===== src/rtl/multi_trigger.sv =====
// Multi-channel debounced edge trigger; optional event counter under `MULTI_TRIGGER_CNT_EN.
// Latency: an input change sampled at edge k, held stable, shows on the outputs at edge k+Deb_Len+2.
// Backpressure: none; events are produced every cycle they occur and cannot be stalled.
module multi_trigger #(
    parameter int CH    = 4,
    parameter int DEB_W = 8
) (
    input  logic              Clock,
    input  logic              Rst_N,
    input  logic [CH-1:0]     Trig_In,
    input  logic              MNTrig_EN,
    input  logic [2*CH-1:0]   Edge_Sel,
    input  logic              Mode,
    input  logic [DEB_W-1:0]  Deb_Len,
    output logic              Trig_Dout,
    output logic              Trig_Pulse,
    output logic [CH-1:0]     Ch_Hit,
    output logic [15:0]       Trig_Cnt
);

    localparam logic [DEB_W-1:0] DEB_ONE = 1;

    logic [CH-1:0]    s_q, s_d;
    logic [CH-1:0]    f_q, f_d;
    logic [CH-1:0]    fd_q, fd_d;
    logic [DEB_W-1:0] deb_cnt_q [CH];
    logic [DEB_W-1:0] deb_cnt_d [CH];
    logic             dout_q, dout_d;
    logic             pulse_q, pulse_d;
    logic [CH-1:0]    ch_hit_q, ch_hit_d;
    logic [CH-1:0]    hit;
    logic             evt;

    // Debounce: a channel's filtered level follows the sample only after it has
    // disagreed for more than Deb_Len consecutive cycles; disabled means pass-through.
    always_comb begin
        s_d  = Trig_In;
        fd_d = f_q;
        f_d  = f_q;
        for (int i = 0; i < CH; i++) begin
            deb_cnt_d[i] = '0;
            if (!MNTrig_EN) begin
                f_d[i] = s_q[i];
            end else if (s_q[i] != f_q[i]) begin
                if (deb_cnt_q[i] >= Deb_Len) begin
                    f_d[i] = s_q[i];
                end else begin
                    deb_cnt_d[i] = deb_cnt_q[i] + DEB_ONE;
                end
            end
        end
    end

    always_comb begin
        hit = '0;
        for (int i = 0; i < CH; i++) begin
            hit[i] = (f_q[i] & ~fd_q[i] & Edge_Sel[2*i]) |
                     (~f_q[i] & fd_q[i] & Edge_Sel[2*i+1]);
        end
        evt = MNTrig_EN & (|hit);
    end

    always_comb begin
        pulse_d  = evt;
        dout_d   = Mode ? evt : (dout_q ^ evt);
        ch_hit_d = evt ? hit : ch_hit_q;
        if (!MNTrig_EN) begin
            dout_d   = 1'b0;
            ch_hit_d = '0;
        end
    end

    always_ff @(posedge Clock) begin
        if (!Rst_N) begin
            s_q      <= '0;
            f_q      <= '0;
            fd_q     <= '0;
            dout_q   <= 1'b0;
            pulse_q  <= 1'b0;
            ch_hit_q <= '0;
            for (int i = 0; i < CH; i++) deb_cnt_q[i] <= '0;
        end else begin
            s_q      <= s_d;
            f_q      <= f_d;
            fd_q     <= fd_d;
            dout_q   <= dout_d;
            pulse_q  <= pulse_d;
            ch_hit_q <= ch_hit_d;
            for (int i = 0; i < CH; i++) deb_cnt_q[i] <= deb_cnt_d[i];
        end
    end

`ifdef MULTI_TRIGGER_CNT_EN
    logic [15:0] trig_cnt_q, trig_cnt_d;

    always_comb begin
        trig_cnt_d = MNTrig_EN ? (trig_cnt_q + {15'd0, evt}) : 16'd0;
    end

    always_ff @(posedge Clock) begin
        if (!Rst_N) trig_cnt_q <= '0;
        else        trig_cnt_q <= trig_cnt_d;
    end

    assign Trig_Cnt = trig_cnt_q;
`else
    assign Trig_Cnt = '0;
`endif

    assign Trig_Dout  = dout_q;
    assign Trig_Pulse = pulse_q;
    assign Ch_Hit     = ch_hit_q;

endmodule


===== config.mk =====
export PLATFORM = sky130hd
export DESIGN_NAME = multi_trigger
export DESIGN_NICKNAME = d
export VERILOG_FILES = /design/src/rtl/multi_trigger.sv
export SDC_FILE = /design/constraint.sdc
export NUM_CORES = 1
export LEC_CHECK = 0
export ABC_AREA = 1
export CAP_MARGIN = 20
export CORE_ASPECT_RATIO = 0.75
export CORE_MARGIN = 5
export CORE_UTILIZATION = 30
export DETAILED_ROUTE_END_ITERATION = 7
export HOLD_SLACK_MARGIN = 0.12
export PLACE_DENSITY = 0.47
export SYNTH_ARGS = -nofsm -noshare
export SYNTH_HDL_FRONTEND = slang
export SYNTH_SLANG_ARGS = --single-unit
export TNS_END_PERCENT = 20

===== constraint.sdc =====
create_clock -name Clock -period 1.45 [get_ports Clock]
set_clock_uncertainty 0.1 [all_clocks]
set_input_delay 0.3625 -clock Clock [delete_from_list [all_inputs] [get_ports Clock]]
set_output_delay 0.3625 -clock Clock [all_outputs]
set_load 0.03 [all_outputs]

# [After elaboration in Yosys (flattened, before gate mapping)]
# Memory sizes are Yosys's and may differ from the RTL's.
# Index checks and enable logic that the tools add are counted.
[word_totals] reg_bits=18 latchBits=0 mem_bits_rw=32 rom_bits=0 in_bits=24 out_inout_bits=22 elab_cells=101 memories=1
[op_classes] n_addsub=4 mul=0 div_mod_pow=0 order_cmp=4 n_eq_ne=12 shift=0 muxes=31 bitwise=34 reduce_logical=6
[memory_table] memory="deb_cnt_q" depth=4 word_bits=8 rd=4 rd_clocked_by_memory_dff=0 wr=4 line_no="26" source="logic [DEB_W-1:0] deb_cnt_q [CH];"
[op_table] operator="$mux 8" n=16
[op_table] operator="$add 8x1->8 const B" n=4
[op_table] operator="$ge 8x8->1" n=4
[op_table] operator="$and 1x1->1" n=17
[op_table] operator="$ne 2x1->1 const B" n=8
[op_table] operator="$mux 1" n=15
[op_table] operator="$reduce_and 2->1" n=5
[op_table] operator="$not 1->1" n=8
[op_table] operator="$or 1x1->1" n=8
[op_table] operator="$ne 1x1->1" n=4
[op_table] operator="$reduce_or 4->1" n=1
[op_table] operator="$xor 1x1->1" n=1

# [Depth between registers and ports, before layout]
# Gate-level depths: netlist (run 1).
[depth] ltp_word=8 ltp_mapped=12

# [Worst setup path after synthesis (run 1)]
# No wires, ideal clock.
[synth_timing] path_type="in2reg" startpoint="in Deb_Len[7]" endpoint="mem deb_cnt_q[1][3]" arrival_ps=1355 required_time_ps=1278 slack_ps=-77 path_stages=6 path_buffers=0 cell_sequence="inv_1 ha_1 a21o_1 nor2_2 nand4_2 a21oi_1"
[synth_lines] item="start, declared" line_no="14" source="input logic [DEB_W-1:0] Deb_Len,"
[synth_lines] item="end, declared" line_no="26"

==> results.cfg, run 1 <==
[setup_path]
crit_path_end_kind = flip-flop
worstSetupPathType = primary input to flip-flop
cp.arrival_ns = 1.61
critical_path.startpoint_type = primary input
worstPathRequired_ns = 1.57
critical_path.max_fanout = 8

[power]
p_per_area_nw_per_um2 = 736.2
power_mw = 3.133
p_leak_nw = 1.790
peakVddDrop_v = 0.0003979

[job]
maxCapViolations = 0

[logic_synthesis]
synth_area_leaders = dfxtp_1 (34%), ha_1 (15%), nand2_1 (8.8%), nor2_1 (7.1%), inv_1 (5.6%)
ys_ff_latch = 50
yosys.area.top_type = dfxtp_1
avgSynthCellArea_um2 = 7.785
synth_area_um2 = 2943
ys_seq_area_frac = 0.3401
synthCells = 378
synth_cell_type_count = 27
synth_top_area_frac = 0.3401
yosys_warnings = 0

[global_routing]
first_global_vias = 2392
grt-ovfl-total = 0
grt_max_degree = 15
antenna_found_initial = 0
grtUsageTotal = 0.1192
grt_pass1_wl_um = 11280

[clocking]
clk_path_buf_depth = 2
postCtsHoldBufs = 0
h-tree-depth = 2
cts_buffers = 5
cts_root_buffer = clkbuf_16
clock-sinks = 50
clk-insertion-delay-late_ns = 0.29
cts_tree = done
post-cts-setup-buffers = 0
clk_pin_slew_ns = 0.06

[drt]
routed_wl_um = 6829
drcViolationCount = 0
drtIter0Drc = 114
vias = 2422
routedWlPerCell_um = 11.73
antenna_left = 0
viasPerCell = 4.162
first_pass_iters = 4

[finish]
diodes = 0
finalInstanceArea_um2 = 4257
postLayoutCoreUtil = 0.4425
drive_gt1_frac = 0.4089
final_nets = 509
synthToLayoutAreaGrowth_pct = 44.64
n_fill_cell = 993

[sta]
max_freq_ghz = 0.6728
slew_viol_final = 0
setup_slack_ns = -0.03641
tns_ns = -0.2912
rsz0062_at_grt = yes
setup_viol = 15
min_period_over_period = 1.025
hold_viol = 0
min_period_ns = 1.486

[status]
outcome = complete, but fails checks
violations = negative setup slack

[placed_design]
numPortBuffers = 29
hpwl_um = 5155
placed_area_um2 = 3670
routabilityCongestion = 0.7648

[die]
io_pins = 46
dieWidth_um = 124.4
core_um2 = 9619
start_util = 0.3059
die_h_um = 95.78
die_area_um2 = 11910
fp-row-count = 31

[worst_hold_path]
min_path_type = flip-flop to flip-flop
[worst max-delay path, cell delays in order]
cell and delay (ns):
clkdlybuf4s15_2 0.20, clkinv_4 0.10, ha_4 0.22, nand2_2 0.06, nor2_1 0.04, nand2_1 0.07
nand2_2 0.06, nor2_4 0.15, nand4_4 0.19, nor2_2 0.14
[repair_timing]
action | CTS | global route
pin swaps | 34 | 21
gates resized for setup | 105 | 29
endpoints found under the setup margin | 36 | 36
[cell usage after synthesis]
library cell  instances
nand2_4               3
nand4_1               2
nor2_1               56
o21ai_0               1
xnor2_1              13
dfxtp_1              50
conb_1                1
inv_2                 3
or2_2                 1
inv_1                44
buf_6                 1
nand3_2               2
nand4_2               4
buf_4                16
nor2_4                2
nand2_2               4
a21o_1                1
nor2_2                4
nand2_1              69
clkinv_2              1
o21bai_1              3
nand3_1              24
xor2_1               14
nand3b_1              2
clkbuf_1              1
ha_1                 36
a21oi_1              20
[layout by cell type, fill, tap and decap left out, types with 16 or more instances in the layout]
master | netlist | final
nor2_1 | 56 | 43
nand3_1 | 24 | 24
nand2_2 | 4 | 21
conb_1 | 1 | 16
dfxtp_2 | 0 | 26
buf_4 | 16 | 44
nand2_1 | 69 | 52
ha_4 | 0 | 27
dfxtp_1 | 50 | 22
inv_1 | 44 | 33
[power breakdown]
group          internal (mW)  switching, mW
logic                  0.207          0.304
clock network          0.686          0.510
registers               1.40         0.0237
[flip-flops by register name, indices dropped and copies added (netlist names)]
name	flops
Trig_Dout	1
f_q	4
s_q	4
Trig_Pulse	1
Ch_Hit	4
fd_q	4
deb_cnt_q	32
[stage by stage]
step | hold WS (ns) | cells | worst slack [ns]
4_1_cts | 0.3621 | 582 | -0.04274
6_report | 0.3596 | 582 | -0.03641
2_1_floorplan | 0.3297 | 393 | -0.01001
3_3_place_gp | 0.3489 | 574 | -0.7146
3_5_place_dp | 0.3544 | 574 | -0.7177
5_1_grt | 0.3886 | 582 | -0.1425
[final cells by class]
class | instances | area [um^2] | share of cell area
Inverter | 48 | 201.4 | 0.04733
Timing Repair Buffer | 67 | 533.0 | 0.1252
Clock buffer | 7 | 142.6 | 0.03351
Tap cell | 132 | 165.2 | 0.03880
Clock inverter | 1 | 5.005 | 0.001176
Sequential cell | 50 | 1041 | 0.2446
Multi-Input combinational cell | 277 | 2168 | 0.5094
[kinds of logic (layout without fill, tap and decap cells)]
logic type	count (synthesis)	after routing	synth area share
other cells	1	16	0.001274
compound gates	25	25	0.04592
flops	50	50	0.3401
xor+xnor	27	27	0.08036
buf+inv	66	123	0.1076
fa+ha+maj	36	36	0.1531
simple gates	173	173	0.2717
[final timing paths]
kind / startpoint / to / slack (ns) / cells after the start
worst max-delay path: Deb_Len[2] / deb_cnt_q[3][3]$_SDFF_PP0_ / -0.04 / 10
worst min-delay path: f_q[0]$_SDFFE_PN0P_ / fd_q[0]$_SDFF_PN0_ / 0.36 / 2
worst max register to register: deb_cnt_q[3][5]$_SDFF_PP0_ / deb_cnt_q[3][3]$_SDFF_PP0_ / -0.03 / 8
worst min register to register: f_q[0]$_SDFFE_PN0P_ / fd_q[0]$_SDFF_PN0_ / 0.36 / 2
[layer usage]
metal  vias up  GRT usage  part of all wire
li1       1311          -                 -
met1      1079     0.1592              0.51
met2        25     0.1956              0.45
met3         7    0.02884             0.026
met4         0    0.03011             0.013
met5         -          0                 0
No activity file was read; power rests on OpenSTA's default activity.
==> run 2: changes to the inputs <==
Settings changed: CORE_MARGIN 5 to 3.
==> results.cfg, run 2 (same netlist as run 1, synthesis figures left out) <==
[status]
outcome = complete, but fails checks
violations = negative setup slack

[drt]
first_pass_iters = 4
viasPerCell = 4.178
routedWlPerCell_um = 11.64
vias = 2423
drcViolationCount = 0
routed_wl_um = 6754
antenna_left = 0
drtIter0Drc = 79

[sta]
min_period_over_period = 1.015
setup_slack_ns = -0.02140
hold_viol = 0
min_period_ns = 1.471
rsz0062_at_grt = yes
setup_viol = 9
max_freq_ghz = 0.6796
slew_viol_final = 0
whs_ns = 0.3558

[die]
io_pins = 46
core_um2 = 9309
start_util = 0.3161
die_h_um = 91.78
dieWidth_um = 120.4
die_area_um2 = 11050
fp-row-count = 30

[setup_path]
worst_path_max_delay_cell = ha_4
r2r-start = deb_cnt_q[3][6]$_SDFF_PP0_
cp.arrival_ns = 1.60
critical_path.startpoint_type = primary input
path_cells = clkdlybuf4s15_2 -> inv_4 -> ha_4 -> nand2_1 -> nor2_2 -> nand2_1 -> nand2_2 -> nor2_4 -> nand4_4 -> nor2_2
r2r_end = deb_cnt_q[3][3]$_SDFF_PP0_
rr_worst_depth = 8
crit_buf_inv = 2
crit_path_end_kind = flip-flop
critical_path.max_fanout = 8
crit_path_max_incr_delay_ns = 0.21
worstPathRequired_ns = 1.58
cpLargestDelayFamily = simple AND/OR/NAND/NOR gates
worstSetupPathType = primary input to flip-flop
ff2ff_setup_slack_ns = -0.01

[power]
p_int_mw = 2.395
p_leak_nw = 1.824
seqPwrFrac = 0.440
p_per_area_nw_per_um2 = 749.6
switching_share = 0.2603
pwr-share-comb = 0.161
pwr-share-clk = 0.399
p_switching_uw = 842.7
peakVddDrop_v = 0.0004410

[clocking]
clock-sinks = 50
cts_buffers = 5
clk_path_buf_depth = 2
postCtsHoldBufs = 0
clk-insertion-delay-late_ns = 0.29
h-tree-depth = 2
cts_tree = done
cts_root_buffer = clkbuf_16
clk_pin_slew_ns = 0.07

[finish]
largest_register = deb_cnt_q
n_fill_cell = 919
synthToLayoutAreaGrowth_pct = 46.77
drive_gt1_frac = 0.4137
layout_commonest_cell = nand2_1
largest_register_ff_count = 32
final_nets = 511
layout_common_cells = nand2_1 (51), buf_4 (44), nor2_1 (43)
finalInstanceArea_um2 = 4319
diodes = 0

[placed_design]
routabilityCongestion = 0.7898
placed_area_um2 = 3667
numPortBuffers = 29
dp_slack_ns = -0.6952
hpwl_um = 5042

[worst_hold_path]
hold_depth = 2
holdPathEnd = fd_q[0]$_SDFF_PN0_
min_from = f_q[0]$_SDFFE_PN0P_
min_path_type = flip-flop to flip-flop

[global_routing]
use_met1 = 0.1871
grtUsageTotal = 0.1317
grt_max_degree = 15
grt_use_met2 = 0.1980
grt-ovfl-total = 0
grt_pass1_wl_um = 11590
antenna_found_initial = 0
grt_busiest_layer = met2
first_global_vias = 2414
met3_usage = 0.03268

[job]
maxCapViolations = 0
==> run 2: changes by cell type in the layout (fill, tap and decap cells not counted), sizes merged <==
cell,before,now
clkdlybuf4s15,2,4
clkinv,3,1
clkbuf,7,8
inv,46,47
==> run 2: final cells by class <==
type | instances | area, um^2 | share of cell area
Tap cell | 128 | 160.2 | 0.03708
Inverter | 48 | 198.9 | 0.04606
Multi-Input combinational cell | 277 | 2192 | 0.5075
Clock buffer | 8 | 166.4 | 0.03853
Timing Repair Buffer | 69 | 560.5 | 0.1298
Sequential cell | 50 | 1041 | 0.2410
==> run 2: through the flow <==
stage               total power, mW  TNS (ns)  cells    util
CTS                           3.266  -0.03939    580  0.4563
finish                        3.238  -0.06883    580  0.4640
global route                  3.395    -3.131    580  0.4640
detailed placement            1.910    -24.68    570  0.3940
floorplan                     1.775  -0.01857    393       -
global placement              1.906    -24.23    570  0.3940
==> run 2: routing by layer <==
layer / share of wire / wire, um
met1: 0.53 / 3577
met2: 0.42 / 2858
met3: 0.032 / 219
met4: 0.015 / 99
met5: 0 / 0
==> run 2: how the worst max path moves through the flow <==
stage	startpoint	endpoint	slack, ns	depth (start not counted)
after global placement	Deb_Len[0]	deb_cnt_q[0][6]$_SDFF_PP0_	-0.67	9
after floorplan	Deb_Len[3]	f_q[0]$_SDFFE_PN0P_	-0.01	10
after CTS	deb_cnt_q[1][3]$_SDFF_PP0_	deb_cnt_q[1][2]$_SDFF_PP0_	-0.02	8
after global routing	Deb_Len[1]	deb_cnt_q[3][3]$_SDFF_PP0_	-0.15	10
after detailed placement	Deb_Len[7]	deb_cnt_q[1][3]$_SDFF_PP0_	-0.70	7
final	Deb_Len[5]	deb_cnt_q[3][3]$_SDFF_PP0_	-0.02	10
==> run 2: power groups by stage <==
| stage | Combinational [mW] | Sequential, mW | Clock (mW) |
|---|---|---|---|
| final | 0.520 | 1.43 | 1.29 |
| after global routing | 0.578 | 1.43 | 1.39 |
| after CTS | 0.502 | 1.43 | 1.33 |
| after detailed placement | 0.450 | 1.46 | 0 |
| after global placement | 0.446 | 1.46 | 0 |
| after floorplan | 0.305 | 1.47 | 0 |
==> run 2: tightest hold or removal path, delay by kind of cell, from the launching register on <==
kind,cells,cell delay (ns)
flops,1,0.33
simple gates,1,0.06
buf+inv,1,0.03
==> run 2: what timing repair did <==
item | in CTS | in global routing
setup endpoints to repair | 37 | 36
setup buffers | 2 | 0
pin swaps | 34 | 25
resized for setup | 113 | 26
==> run 3: changes to the inputs <==
--- a/config.mk
+++ b/config.mk
@@ -9,3 +9,3 @@
 export CAP_MARGIN = 20
-export CORE_ASPECT_RATIO = 0.75
+export CORE_ASPECT_RATIO = 1.4
 export CORE_MARGIN = 3
--- a/constraint.sdc
+++ b/constraint.sdc
@@ -4,2 +4,2 @@
 set_output_delay 0.3625 -clock Clock [all_outputs]
-set_load 0.03 [all_outputs]
+set_load 0.02 [all_outputs]
==> results.cfg, run 3 (same netlist as run 1, synthesis figures left out) <==
[placed_design]
routabilityCongestion = 0.7888
hpwl_um = 5073
numPortBuffers = 29

[finish]
largest_register_ff_count = 32
final_nets = 511
diodes = 0
drive_gt1_frac = 0.4080
layout_common_cells = nand2_1 (49), nor2_1 (43), buf_4 (38)
synthToLayoutAreaGrowth_pct = 46.09
layout_commonest_cell = nand2_1
largest_register = deb_cnt_q

[drt]
vias = 2493
viasPerCell = 4.276
drcViolationCount = 0
routedWlPerCell_um = 11.32
antenna_left = 0
first_pass_iters = 4
drtIter0Drc = 39
routed_wl_um = 6599

[global_routing]
grtUsageTotal = 0.1288
first_global_vias = 2493
antenna_found_initial = 0
grt-ovfl-total = 0
grt_pass1_wl_um = 11280
grt_max_degree = 14

[setup_path]
critical_path.max_fanout = 8
crit_path_max_incr_delay_ns = 0.34
cp.arrival_ns = 1.59
worstSetupPathType = flip-flop to flip-flop
worstPathRequired_ns = 1.57
critical_path.startpoint_type = flip-flop
crit_buf_inv = 0
cpLargestDelayFamily = simple AND/OR/NAND/NOR gates
path_cells = ha_4 -> nand2_4 -> nor2_2 -> nand2_1 -> nand2_2 -> nor2_4 -> nand4_4 -> nor2_1
worst_path_max_delay_cell = dfxtp_2
crit_path_end_kind = flip-flop

[clocking]
clk_pin_slew_ns = 0.06
clock-sinks = 50
postCtsHoldBufs = 0
clk-insertion-delay-late_ns = 0.29
cts_buffers = 5
clk_path_buf_depth = 2
cts_tree = done
cts_root_buffer = clkbuf_16
h-tree-depth = 2

[sta]
hold_viol = 0
whs_ns = 0.3633
setup_slack_ns = -0.01588
setup_viol = 5
min_period_over_period = 1.011
max_freq_ghz = 0.6822
rsz0062_at_grt = yes
slew_viol_final = 0
min_period_ns = 1.466

[status]
violations = negative setup slack
outcome = complete, but fails checks

[die]
start_util = 0.3094
die_area_um2 = 11050
dieWidth_um = 89.71
die_h_um = 123.2
core_um2 = 9512
io_pins = 46
fp-row-count = 42

[worst_hold_path]
min_path_type = flip-flop to flip-flop

[power]
p_leak_nw = 1.798
power_mw = 3.034
p_per_area_nw_per_um2 = 705.8
peakVddDrop_v = 0.0004453

[job]
maxCapViolations = 0
[run 3: cell type report]
cell class              count  area (um^2)
well taps                 132        165.2
inverters                  48        206.4
fillers                   940         5213
multi-input cells         277         2201
clock buffers               7        132.6
repair buffers             69        553.0
flip-flops and latches     50         1041
[run 3: where the power goes]
part | internal (mW) | switching (mW)
registers | 1.40 | 0.0241
clock network | 0.632 | 0.482
logic | 0.212 | 0.281
total | 2.25 | 0.787
[run 3: path summary, 6_finish.rpt]
check                           slack, ns  cells after the start                       start                         end
worst max-delay path                -0.02                      8  deb_cnt_q[0][6]$_SDFF_PP0_  deb_cnt_q[0][5]$_SDFF_PP0_
worst min-delay path                 0.36                      2      Ch_Hit[1]$_SDFFE_PN0P_      Ch_Hit[1]$_SDFFE_PN0P_
worst max register to register      -0.02                      8  deb_cnt_q[0][6]$_SDFF_PP0_  deb_cnt_q[0][5]$_SDFF_PP0_
worst min register to register       0.36                      2      Ch_Hit[1]$_SDFFE_PN0P_      Ch_Hit[1]$_SDFFE_PN0P_
[run 3: stage by stage]
stage / cell area [um^2] / setup WS, ns / util / cells / setup TNS, ns
floorplan: 3079 / -0.01001 / - / 393 / -0.01857
global placement: 3685 / -0.6704 / 0.3874 / 574 / -23.42
detailed placement: 3685 / -0.7012 / 0.3874 / 574 / -24.14
CTS: 4180 / -0.03115 / 0.4395 / 583 / -0.1409
global route: 4299 / -0.1172 / 0.4520 / 583 / -2.538
finish: 4299 / -0.01588 / 0.4520 / 583 / -0.03690
[run 3: layer usage]
metal	up-vias	GRT usage	share of wire	routed length (um)
li1	1313	-	-	-
met1	1120	0.1457	0.44	2878
met2	51	0.2302	0.49	3258
met3	9	0.03165	0.048	319
met4	0	0.05849	0.022	144
met5	-	0	0	0
[run 3: repair_timing]
action                     CTS  global route
resized for setup          104            55
pin swaps                   30            31
setup buffers                2             0
setup endpoints to repair   42            42
cloned                       0             0
[run 3: worst register-to-register path: stages (launching register included)]
cell and delay [ns]:
dfxtp_2 0.34, ha_4 0.24, nand2_4 0.07, nor2_2 0.04, nand2_1 0.07, nand2_2 0.06, nor2_4 0.16, nand4_4 0.18
nor2_1 0.14
